<file path="src/rtl/mem_arb.sv">
// Two-port (CPU / debug) arbiter serialising accesses to a single memory as IDLE -> ACCESS -> RESP.
// Define ARB_ROUND_ROBIN_EN for round-robin tie-breaking; otherwise the CPU always wins ties.
module mem_arb #(
   parameter int unsigned AW = 5,
   parameter int unsigned DW = 8
) (
   input  logic          clk,
   input  logic          rst_,
   input  logic          cpu_req,
   input  logic          cpu_we,
   input  logic [AW-1:0] cpu_addr,
   input  logic [DW-1:0] cpu_wdata,
   output logic          cpu_ack,
   output logic [DW-1:0] cpu_rdata,
   input  logic          dbg_req,
   input  logic          dbg_we,
   input  logic [AW-1:0] dbg_addr,
   input  logic [DW-1:0] dbg_wdata,
   output logic          dbg_ack,
   output logic [DW-1:0] dbg_rdata,
   output logic [AW-1:0] mem_addr,
   output logic [DW-1:0] mem_wdata,
   input  logic [DW-1:0] mem_rdata,
   output logic          mem_rd,
   output logic          mem_wr,
   output logic          owner,
   output logic          busy
);

   typedef enum logic [1:0] {IDLE, ACCESS, RESP} state_t;

   state_t state, state_d;
   logic   grant;
   logic   grant_dbg;

`ifdef ARB_ROUND_ROBIN_EN
   logic   last_dbg;
`endif

   always_ff @(posedge clk or negedge rst_) begin
      if (!rst_) state <= IDLE;
      else       state <= state_d;
   end

   always_comb begin
      state_d   = state;
      grant     = 1'b0;
      grant_dbg = 1'b0;
      unique case (state)
         IDLE: begin
            if (cpu_req || dbg_req) begin
               grant   = 1'b1;
               state_d = ACCESS;
`ifdef ARB_ROUND_ROBIN_EN
               grant_dbg = dbg_req && (!cpu_req || !last_dbg);
`else
               grant_dbg = dbg_req && !cpu_req;
`endif
            end
         end
         ACCESS:  state_d = RESP;
         RESP:    state_d = IDLE;
         default: state_d = IDLE;
      endcase
   end

   // mem_addr/mem_wdata double as the latched request fields; mem_rd marks a read in ACCESS.
   always_ff @(posedge clk or negedge rst_) begin
      if (!rst_) begin
         mem_rd    <= 1'b0;
         mem_wr    <= 1'b0;
         mem_addr  <= '0;
         mem_wdata <= '0;
         cpu_ack   <= 1'b0;
         dbg_ack   <= 1'b0;
         cpu_rdata <= '0;
         dbg_rdata <= '0;
         owner     <= 1'b0;
         busy      <= 1'b0;
`ifdef ARB_ROUND_ROBIN_EN
         last_dbg  <= 1'b1;
`endif
      end else begin
         mem_rd  <= 1'b0;
         mem_wr  <= 1'b0;
         cpu_ack <= 1'b0;
         dbg_ack <= 1'b0;
         busy    <= (state_d != IDLE);
         if (grant) begin
            owner     <= grant_dbg;
            mem_addr  <= grant_dbg ? dbg_addr  : cpu_addr;
            mem_wdata <= grant_dbg ? dbg_wdata : cpu_wdata;
            mem_rd    <= grant_dbg ? !dbg_we   : !cpu_we;
            mem_wr    <= grant_dbg ? dbg_we    : cpu_we;
`ifdef ARB_ROUND_ROBIN_EN
            last_dbg  <= grant_dbg;
`endif
         end
         if (state == ACCESS) begin
            if (owner) begin
               dbg_ack <= 1'b1;
               if (mem_rd) dbg_rdata <= mem_rdata;
            end else begin
               cpu_ack <= 1'b1;
               if (mem_rd) cpu_rdata <= mem_rdata;
            end
         end
      end
   end

endmodule

</file>
<file path="config.mk">
export PLATFORM = sky130hd
export DESIGN_NAME = mem_arb
export DESIGN_NICKNAME = d
export VERILOG_FILES = /design/src/rtl/mem_arb.sv
export SDC_FILE = /design/constraint.sdc
export NUM_CORES = 1
export LEC_CHECK = 0
export ABC_CLOCK_PERIOD_IN_PS = 4000
export BUFFER_PORTS_ARGS = -buffer_cell sky130_fd_sc_hd__clkbuf_2
export CORE_UTILIZATION = 45
export DETAILED_ROUTE_END_ITERATION = 6
export PLACE_DENSITY = 0.84
export SLEW_MARGIN = 20
export SYNTH_ARGS = -nofsm -noshare
export SYNTH_HDL_FRONTEND = slang
export SYNTH_SLANG_ARGS = --single-unit
</file>
<file path="constraint.sdc">
create_clock -name clk -period 4 [get_ports clk]
set_input_delay 0.2 -clock clk [delete_from_list [all_inputs] [get_ports clk]]
set_output_delay 0.2 -clock clk [all_outputs]
set_load 0.01 [all_outputs]
</file>
[Word level (Yosys, flattened, before mapping)]
Cells that the tools add are included.
Cells by class
  equality and inequality tests: 1
  mux-type cells: 16
  bitwise operators: 1
  reductions and logical operators: 9
Operator list (count)
  $mux W1: 12
  $mux W8: 1
  $reduce_and A3 Y1: 2
  $mux W5: 1
  $pmux W2 S2: 1
  $logic_not A1 Y1: 3
  $eq A2 B1 Y1 const B: 1
  $logic_not A2 Y1: 1
  $mux W2: 1
  $reduce_bool A2 Y1: 1
  $logic_and A1 B1 Y1: 1
  $logic_or A1 B1 Y1: 1
  $not A1 Y1: 1
Word-level totals
  bits in registers: 37
  bits of input ports: 40
  output and inout bits: 35

[Depth between registers and ports, before layout]
  depth after elaboration: 6
  mapped depth: 5

[Worst setup path after synthesis]
Ideal clock, no wire load.
  path type: flip-flop to flip-flop
  start: register state[1]
  end: register mem_addr[3]
  arrival: 1561 ps
  data required time: 3875 ps
  path slack: 2315 ps
  stages on the path, launching flop included: 6
  buffers on the path: 2
  path through: dfrtp_1 or4b_1 buf_2 buf_6 a22o_1 mux2_2
On the way
  word-level cells in the longest chain between the ends: 3
  elaborated cells between the ends (all ways): 4
  classes of those cells: mux: 3; reduce/logical: 1
RTL lines
  start: declaration: line 32  | state_t state, state_d;
  start signal: assignment: line 42  | else state <= state_d;
  $logic_not A2 Y1 (*): line 49  | unique case (state)
  $mux W1: line 49
  $mux W5: line 91  | mem_addr <= grant_dbg ? dbg_addr : cpu_addr;
  end signal: assignment: line 91
  end: declaration: line 21  | output logic [AW-1:0] mem_addr,
Every way passes the cells marked *; elsewhere a longest branch is shown, timed or not.
A chain may end at the register's enable or synchronous reset.

[Worst setup path in the final report]
  start: register state[1]
  end: register mem_wdata[3]
On the way
  word-level cells in the longest chain between the ends: 3
  elaborated cells between the ends (all ways): 4
  classes of those cells: mux: 3; reduce/logical: 1
RTL lines
  $logic_not A2 Y1 (*): line 49
  $mux W1: line 49
  $mux W8: line 92  | mem_wdata <= grant_dbg ? dbg_wdata : cpu_wdata;
  end signal: assignment: line 92
  end: declaration: line 22  | output logic [DW-1:0] mem_wdata,
Marked as above.

==> flow_summary.yaml <==
clocking:
  clk_pin_slew_ns: 0.10
  numCtsBuffers: 5
  clockRootBuffer: "clkbuf_4"
  cts_resized: 0
  cts_tree: "built"
  clock_sinks: 37
  cts-htree-levels: 2
  max-clock-path-buffers: 2
  clock_latency_ns: 0.33
finish:
  antenna_cells: 0
  syn2layout_area_growth_pct: 31.1
  fin_nets: 217
  layout-drive-gt1-share_pct: 62.4
setup_path:
  reg2reg_from: "state[1]$_DFF_PN0_"
  crit_end: "mem_wdata[3]$_DFFE_PN0P_"
  cp.arrival_ns: 2.08
  r2r_cells: 3
  path_class: "reg2reg"
  ff2ff_setup_slack_ns: 2.14
  cp-start-kind: "register"
  path_max_fanout: 15
  worstPathRequired_ns: 4.22
  r2r-end: "mem_wdata[3]$_DFFE_PN0P_"
  critPathCaptureType: "register"
  worstSetupStartpoint: "state[1]$_DFF_PN0_"
placed_design:
  port_buffers: 74
  globalplace.congestion: 0.717
  hpwl_mm: 2.30
grt:
  overflow: 0
  grt.total_usage_pct: 18.2
  grt_max_degree: 38
  grt_pass1_vias: 1074
  grt_pass1_wl_mm: 4.62
  antenna_found_initial: 0
route:
  drtPass1Iterations: 4
  drt-initial-drc-count: 15
  drc: 0
  ant_nets: 0
  dr_total_vias: 1124
  wire_per_inst_um: 13.5
  drt-total-wl_mm: 3.00
  avgViaCountPerCell: 5.06
logic_synthesis:
  synth.area.top_cells: "dfrtp_1 (62%), mux2_2 (22%), a22o_1 (7.6%)"
  ys_async_sr_fraction_pct: 100
  synth_area_mm2: 0.00149
  synth_common_cells: "dfrtp_1 (37), mux2_2 (29), a22o_1 (13), nor2_1 (3)"
  synthCells: 100
  synth-seq-cells: 37
  synth_top_flop_cell: "dfrtp_1"
  synth_top_area_share_pct: 62.1
  synth-seq-area-share_pct: 62.1
  synth.distinct_cells: 17
  synth_nets: 140
  avgSynthCellArea_um2: 14.9
  synth_edf_count: 0
  synthMostInstantiatedCell: "dfrtp_1"
  yosys_warnings: 0
  synth_area_leader_cell: "dfrtp_1"
sta:
  slew_headroom_pct: 38.8
  clock-skew-final_ns: 0.00418
  tns_ns: 0
  rsz0062_at_grt: "false"
  clock.fmax_ghz: 0.537
  hold_viol_final: 0
  drv_slew: 0
  setup_viol: 0
  period_share_pct: 46.5
  worst_pin_slew_ns: 0.916
  period_needed_ns: 1.86
die:
  num_rows: 20
  ios: 75
  chipHeight_um: 59.6
  die_area_mm2: 0.00355
  initial_core_util_pct: 48.1
  core_area_mm2: 0.00310
  die_x_um: 59.6
power:
  power.leakage_nw: 1.03
  totalPowerFinal_mw: 1.40
  worst_ir_drop_vdd_mv: 0.282
  power_density_mw_per_mm2: 717
run:
  drv_cap: 0
hold_path:
  hold_class: "in2reg"
  whs_path_depth: 2
run_status:
  outcome: "finished, final reports clean"
worst max-delay path, cell delays in order, from the launching register on:
cell	delay, ns
dfrtp_1	0.42
or4b_1	0.80
a22o_1	0.28
mux2_2	0.26
cells in the final DEF, fill, tap and decap left out, drive strengths merged:
cell type and count:
dlygate4sd3 1, and2 1, nand3 1, or4b 1
nor2 3, nor3 1, and3 1, mux2 29
nor2b 2, mux2i 1, o21ai 1, inv 2
clkinv 2, a22o 13, dfrtp 37, clkbuf 80
nand2b 2
registers in the layout, summed over array words and instances (netlist names):
| name | count |
|---|---|
| owner | 1 |
| dbg_ack | 1 |
| mem_wr | 1 |
| cpu_ack | 1 |
| busy | 1 |
| mem_wdata | 8 |
| cpu_rdata | 8 |
| mem_rd | 1 |
| state | 2 |
| dbg_rdata | 8 |
| mem_addr | 5 |
per-stage QoR:
| stage | util, % | cells | hold slack (ns) | cell area (um^2) | worst slack, ns |
|---|---|---|---|---|---|
| global route | 63.0 | 222 | 0.0896 | 1960 | 2.07 |
| detailed placement | 60.8 | 213 | 0.360 | 1890 | 2.12 |
| finish | 63.0 | 222 | 0.107 | 1960 | 2.14 |
| CTS | 62.8 | 222 | 0.0980 | 1950 | 2.13 |
| floorplan | - | 100 | -0.0956 | 1490 | 2.31 |
| global placement | 60.8 | 213 | 0.339 | 1890 | 2.19 |
cell type report:
type,instances,area [um^2]
Clock inverter,2,10.0
Multi-Input combinational cell,56,536
Inverter,2,7.51
Fill cell,271,1150
Timing Repair Buffer,75,380
Clock buffer,6,41.3
Tap cell,44,55.1
Sequential cell,37,926
cell families after synthesis:
kind of cell,after synthesis,share of synthesized area [%]
buffers and inverters,7,2.43
flip-flops,37,62.1
multiplexers,30,22.6
AND/OR/NAND/NOR,12,4.95
AO/OA/AOI/OAI,14,7.97
power breakdown:
| group | leakage, nW | switching (mW) | internal [mW] |
|---|---|---|---|
| Sequential | 0.445 | 0.100 | 0.555 |
| Clock | 0.0320 | 0.114 | 0.0670 |
| Combinational | 0.549 | 0.266 | 0.300 |
| Total | 1.03 | 0.480 | 0.922 |
worst min-delay path by stage:
stage                  from                        to
5_1_grt        mem_rdata[3]  dbg_rdata[3]$_DFFE_PN0P_
4_1_cts        mem_rdata[2]  dbg_rdata[2]$_DFFE_PN0P_
3_5_place_dp           rst_  mem_wdata[7]$_DFFE_PN0P_
6_report       mem_rdata[2]  dbg_rdata[2]$_DFFE_PN0P_
2_1_floorplan          rst_            busy$_DFF_PN0_
3_3_place_gp           rst_  mem_wdata[5]$_DFFE_PN0P_
per-layer routing:
layer / up-vias / routed length [um] / track usage (%)
met1: 567 / 1080 / 18.5
met2: 33 / 1700 / 32.6
met3: 7 / 158 / 4.80
met5: - / 0 / 0
li1: 517 / - / -
met4: 0 / 61 / 11.6
repair_timing:
item,in CTS,in global routing
setup buffers,0,0
endpoints found under the hold margin,37,0
hold buffers,1,0
Note: power is estimated with default switching activity, not from simulation.
